[src/rtl/mul_sequencer.sv]
// Sequences the shift-add multiplier (clear, ITER step cycles, output) and captures the product into HI/LO.
// Start-to-done is ITER+3 cycles; start while busy is dropped and flagged, reads of HI/LO stall while busy.
module mul_sequencer #(
  parameter int         WIDTH   = 32,
  parameter int         ITER    = 32,
  parameter logic [5:0] SIG_MUL = 6'b011001,
  parameter logic [5:0] SIG_OUT = 6'b111111,
  parameter logic [5:0] SIG_NOP = 6'b000000
) (
  input  logic               clk,
  input  logic               reset,
  input  logic               start,
  input  logic [WIDTH-1:0]   op_a,
  input  logic [WIDTH-1:0]   op_b,
  input  logic               rd_en,
  input  logic               rd_sel,
  output logic [WIDTH-1:0]   mul_data_a,
  output logic [WIDTH-1:0]   mul_data_b,
  output logic [5:0]         mul_signal,
  output logic               mul_clr,
  input  logic [2*WIDTH-1:0] mul_product,
  output logic               busy,
  output logic               done,
  output logic               start_ignored,
  output logic [WIDTH-1:0]   hi,
  output logic [WIDTH-1:0]   lo,
  output logic [WIDTH-1:0]   rd_data,
  output logic               stall
);

  localparam int CW = (ITER > 1) ? $clog2(ITER) : 1;
  localparam logic [CW-1:0] LAST = CW'(ITER - 1);

  typedef enum logic [2:0] {
    S_IDLE,
    S_CLEAR,
    S_RUN,
    S_OUT,
    S_DONE
  } state_t;

  typedef struct packed {
    logic [5:0] sig;
    logic       clr;
    logic       busy;
    logic       done;
  } outs_t;

  state_t        state;
  outs_t         outs;
  logic [CW-1:0] cnt;

  // Outputs are registered together with the state they belong to, so they stay pure Moore.
  function automatic outs_t decode(input state_t s);
    outs_t o;
    o.sig  = SIG_NOP;
    o.clr  = 1'b0;
    o.busy = 1'b0;
    o.done = 1'b0;
    case (s)
      S_CLEAR: begin
        o.clr  = 1'b1;
        o.busy = 1'b1;
      end
      S_RUN: begin
        o.sig  = SIG_MUL;
        o.busy = 1'b1;
      end
      S_OUT: begin
        o.sig  = SIG_OUT;
        o.busy = 1'b1;
      end
      S_DONE:  o.done = 1'b1;
      default: o = o;
    endcase
    return o;
  endfunction

  always_ff @(posedge clk) begin
    if (reset) begin
      state         <= S_IDLE;
      outs          <= decode(S_IDLE);
      cnt           <= '0;
      mul_data_a    <= '0;
      mul_data_b    <= '0;
      hi            <= '0;
      lo            <= '0;
      start_ignored <= 1'b0;
    end else begin
      start_ignored <= 1'b0;
      case (state)
        S_IDLE, S_DONE: begin
          if (start) begin
            mul_data_a <= op_a;
            mul_data_b <= op_b;
            cnt        <= '0;
            state      <= S_CLEAR;
            outs       <= decode(S_CLEAR);
          end else begin
            state <= S_IDLE;
            outs  <= decode(S_IDLE);
          end
        end
        S_CLEAR: begin
          start_ignored <= start;
          state         <= S_RUN;
          outs          <= decode(S_RUN);
        end
        S_RUN: begin
          start_ignored <= start;
          cnt           <= cnt + 1'b1;
          if (cnt == LAST) begin
            state <= S_OUT;
            outs  <= decode(S_OUT);
          end
        end
        S_OUT: begin
          start_ignored <= start;
          {hi, lo}      <= mul_product;
          state         <= S_DONE;
          outs          <= decode(S_DONE);
        end
        default: begin
          state <= S_IDLE;
          outs  <= decode(S_IDLE);
        end
      endcase
    end
  end

  // Reset must clear the datapath in the very cycle it is asserted, hence the combinational term.
  assign mul_clr    = outs.clr | reset;
  assign mul_signal = outs.sig;
  assign busy       = outs.busy;
  assign done       = outs.done;

  assign rd_data = rd_sel ? hi : lo;
  assign stall   = rd_en & busy;

endmodule

[config.mk]
export PLATFORM = sky130hd
export DESIGN_NAME = mul_sequencer
export DESIGN_NICKNAME = d
export VERILOG_FILES = /design/src/rtl/mul_sequencer.sv
export SDC_FILE = /design/constraint.sdc
export NUM_CORES = 1
export LEC_CHECK = 0
export ABC_CLOCK_PERIOD_IN_PS = 4100
export BUFFER_PORTS_ARGS = -buffer_cell sky130_fd_sc_hd__buf_2
export CORE_MARGIN = 10
export CORE_UTILIZATION = 33
export CTS_CLUSTER_DIAMETER = 200
export DETAILED_ROUTE_END_ITERATION = 8
export HOLD_SLACK_MARGIN = 0.02
export SYNTH_ARGS = -nofsm -noshare
export SYNTH_HDL_FRONTEND = slang
export SYNTH_SLANG_ARGS = --single-unit
[constraint.sdc]
create_clock -name clk -period 4.1 [get_ports clk]
set_clock_uncertainty 0.2 [all_clocks]
set_input_delay 0.41 -clock clk [delete_from_list [all_inputs] [get_ports clk]]
set_output_delay 0.41 -clock clk [all_outputs]
set_load 0.01 [all_outputs]
==> impl_summary.log <==
INFO  metric post-layout-total-power = between 3 and 4 mW
INFO  metric area_growth_syn_to_layout = 48.5%
INFO  metric share_of_the_cycle_needed_by_the_critical_path_after_routing = 0.557
INFO  metric multi_input_area = ~2200 um2
INFO  metric tritoncts_buffer_count = 17
INFO  metric synth_area_per_cell = 8.09 um2
INFO  metric tritoncts_num_sinks = 140
INFO  metric synthArstFlopShare = 0
INFO  metric post_detailed_route_drc_marker_count = 0
INFO  metric top_signal_layer_used = met4
INFO  metric htree_num_levels = 4
INFO  metric grt_pass1_vias = about 5.5k
INFO  metric synth.area.top_cells = sky130_fd_sc_hd__dfxtp_1 (53%), sky130_fd_sc_hd__nand2_1 (18%), sky130_fd_sc_hd__a21oi_1 (13%)
INFO  metric floorplan.rows = 46
INFO  metric yosysMostFrequentCell = sky130_fd_sc_hd__nand2_1
INFO  metric route.layer.met1.wl = 7.53 mm
INFO  metric cts_buffer_depth = 2
INFO  metric dominant_combinational_cell_family_by_area_after_synthesis = simple AND/OR/NAND/NOR gates
INFO  metric syn-instance-count = 656
INFO  metric worst_ep_arrival = approximately 2.3 ns
INFO  metric cts_hold_repair.buffers = 37
INFO  metric sum_neg_setup_slack = 0 ns
INFO  metric grt_antenna_before_repair = 1
INFO  metric slew-limit-headroom = 0.426
INFO  metric pin_count = around 300
INFO  metric total_of_endpoints_with_negative_setup_slack_in_the_final_report = 0
INFO  metric wl_met2 = around 8.8 mm
INFO  metric postLayoutCellArea = approximately 7900 um2
INFO  metric synth_top_flop_cell = sky130_fd_sc_hd__dfxtp_1
INFO  metric synth_edf_count = 0
INFO  metric power_per_cell_area = between 400 and 500 nW/um2
INFO  metric netSwitchingFraction = 0.236
INFO  metric final-seq-area = approximately 2800 um2
INFO  metric synth_fp_nets = about 800
INFO  metric layout_min_cycle_time = ~2.3 ns
INFO  metric die_x = about 150 um
INFO  metric outcome = complete, no violations
INFO  metric worst-endpoint-required = 4.16 ns
INFO  metric die_height = between 100 and 150 um
INFO  metric clk-insertion-delay-late = roughly 0.41 ns
INFO  metric antenna_left = 0
INFO  metric ir_drop = 287 uV
INFO  metric synth.cell_area = 5310 um2
INFO  metric synth-compound-area-share = 0.134
INFO  metric timing.final.hold_violations = 0
INFO  metric avgRoutedWirePerCell = 15.8 um
INFO  metric filler_cell_count = ~1.6k
INFO  metric post_cts.repair.setup_buffers = 0
INFO  metric grt_setup_unrepaired = no
INFO  metric critical_path.max_fanout = 42
INFO  metric post_cts_resized = 0
INFO  metric 1st_iter_drt_viols = roughly 220
INFO  metric yosys_warnings = 0
INFO  metric worstHoldPathType = input port to flop
INFO  metric detailed_route_via_count = around 5.4k
INFO  metric place.port_buffers = 303
INFO  metric globalRoute.totalOverflow = 0
INFO  metric drt_pre_antenna_iters = 4
INFO  metric timing_worst_slew_pin_value = approximately 0.86 ns
INFO  metric drv.max_cap_violation_count = 0
INFO  metric synth_cell_type_count = 28
INFO  metric worst_path_clk_slew = about 0.06 ns
INFO  metric cts_tree = yes
INFO  metric sum_of_routed_wire_length_over_all_layers = between 15 and 20 mm
INFO  metric vias_per_cell = about 4.6
INFO  metric synth_mux_area_frac = 0.0679
INFO  metric first_pass_grt_wire_length = approximately 30 mm
INFO  metric static_leakage_power = ~3.7 nW
INFO  metric gr-usage-all-layers = 0.167
INFO  metric yosys.area_share.xor_xnor = 0.00165
INFO  metric final_replace_weighted_congestion = 0.794
INFO  metric yosys.area.top_type = sky130_fd_sc_hd__dfxtp_1
INFO  metric top_cell_type_s_share_of_synthesized_area = 0.528
INFO  metric place_area = approximately 6900 um2
INFO  metric place_hpwl = 13.4 mm
INFO  metric setup.worst_path.end_class = flop
INFO  metric power.combinational.fraction = 0.114
INFO  metric grt_max_degree = 82
INFO  metric initial_core_utilization = 0.335
INFO  metric p_clk_frac = 0.460
INFO  metric critical_path.startpoint_type = flop
INFO  metric fraction_of_final_layout_cells_with_drive_strength_greater_than_1 = 0.386
INFO  metric ys_seq_elements = 140
INFO  metric post_synth_most_frequent_cells = sky130_fd_sc_hd__nand2_1 (259), sky130_fd_sc_hd__dfxtp_1 (140), sky130_fd_sc_hd__a21oi_1 (135)
INFO  metric power.sequential.fraction = 0.426
INFO  metric met3_length = about 2.1 mm
INFO  metric path_class = flop to flop
INFO  metric power_report.internal_total = 2.62 mW
INFO  metric max_clock_freq = ~440 MHz
INFO  metric finalNetCount = approximately 1.1k
INFO  metric floorplan.core_area = ~16000 um2
INFO  metric die-area = ~22000 um2
INFO  metric ctsRootBufferMaster = sky130_fd_sc_hd__clkbuf_16
INFO  metric synth-simple-area-share = 0.214
INFO  metric synth_fa_ha_area_frac = 0.00472
INFO  metric slew_violations = 0
INFO  metric power.switching = roughly 810 uW
INFO  metric proportion_of_synthesized_chip_area_in_sequential_cells = 0.528
==> critical path, cell delays in order, from the launching register on <==
cell and delay (ns):
sky130_fd_sc_hd__dfxtp_1 0.52, sky130_fd_sc_hd__or3b_2 0.59, sky130_fd_sc_hd__buf_4 0.50, sky130_fd_sc_hd__o21ai_0 0.14
sky130_fd_sc_hd__nor3b_2 0.17
==> cell families after synthesis <==
group / count (synthesis)
flip-flops: 140
adder cells (fa/ha/maj): 2
AO/OA/AOI/OAI: 139
multiplexers: 32
XOR/XNOR: 1
buffers and inverters: 58
AND/OR/NAND/NOR: 284
==> routing by layer <==
layer  global-route usage  up-vias
met5                    0        -
met4               0.0475        0
met3               0.0851       22
met2                0.276      225
met1                0.184     2449
li1                     -     2748
==> power by group through the flow <==
stage	clock [mW]	sequential (mW)	combinational, mW
2_1_floorplan	0	1.51	0.173
3_5_place_dp	0	1.49	0.367
6_report	1.58	1.46	0.391
3_3_place_gp	0	1.49	0.367
5_1_grt	1.69	1.47	0.435
4_1_cts	1.62	1.46	0.397
==> worst paths after layout <==
kind                  startpoint            end  slack, ns  cells after the start
setup / recovery        state[1]           busy       1.82                      4
hold / removal    mul_product[5]          lo[5]       0.03                      3
setup reg to reg        state[1]           busy       1.82                      4
hold reg to reg    mul_data_b[7]  mul_data_b[7]       0.25                      2
==> flip-flops by register name, summed over array words and instances, names as in the netlist <==
register       cells
mul_data_a        32
hi                32
mul_signal         1
mul_data_b        32
lo                32
start_ignored      1
state              3
busy               1
outs               1
cnt                5
==> cell usage in the layout, fill, tap and decap left out, types with 2 or more instances in the layout <==
cell type,instances
sky130_fd_sc_hd__buf_2,302
sky130_fd_sc_hd__nand2_1,259
sky130_fd_sc_hd__dfxtp_1,140
sky130_fd_sc_hd__a21oi_1,135
sky130_fd_sc_hd__dlygate4sd3_1,37
sky130_fd_sc_hd__mux2_2,32
sky130_fd_sc_hd__clkbuf_16,17
sky130_fd_sc_hd__clkbuf_8,8
sky130_fd_sc_hd__buf_4,7
sky130_fd_sc_hd__nor2_1,4
sky130_fd_sc_hd__nand3_1,4
sky130_fd_sc_hd__nor3b_2,3
sky130_fd_sc_hd__nor3_1,3
sky130_fd_sc_hd__and3_1,2
sky130_fd_sc_hd__nand3b_1,2
sky130_fd_sc_hd__ha_1,2
sky130_fd_sc_hd__clkinvlp_4,2
sky130_fd_sc_hd__bufinv_16,2
sky130_fd_sc_hd__clkbuf_1,2
==> area by class of cell <==
cell class / count / share of cell area
Tap cell: 216 / 0.0343
Inverter: 1 / 0.000476
Timing Repair Buffer: 346 / 0.246
Multi-Input combinational cell: 458 / 0.285
Clock inverter: 4 / 0.00953
Antenna cell: 1 / 0.000318
Sequential cell: 140 / 0.356
Clock buffer: 27 / 0.0689
==> through the flow <==
| step | worst slack (ns) | hold WS, ns | cells | utilization |
|---|---|---|---|---|
| 2_1_floorplan | 2.17 | 0.252 | 656 | - |
| 3_3_place_gp | 1.78 | 0.239 | 1124 | 0.435 |
| 3_5_place_dp | 1.77 | 0.244 | 1124 | 0.435 |
| 4_1_cts | 1.78 | 0.0200 | 1192 | 0.498 |
| 5_1_grt | 1.67 | 0.0208 | 1192 | 0.498 |
| 6_report | 1.82 | 0.0342 | 1193 | 0.498 |
No activity file was read; power rests on OpenSTA's default activity.
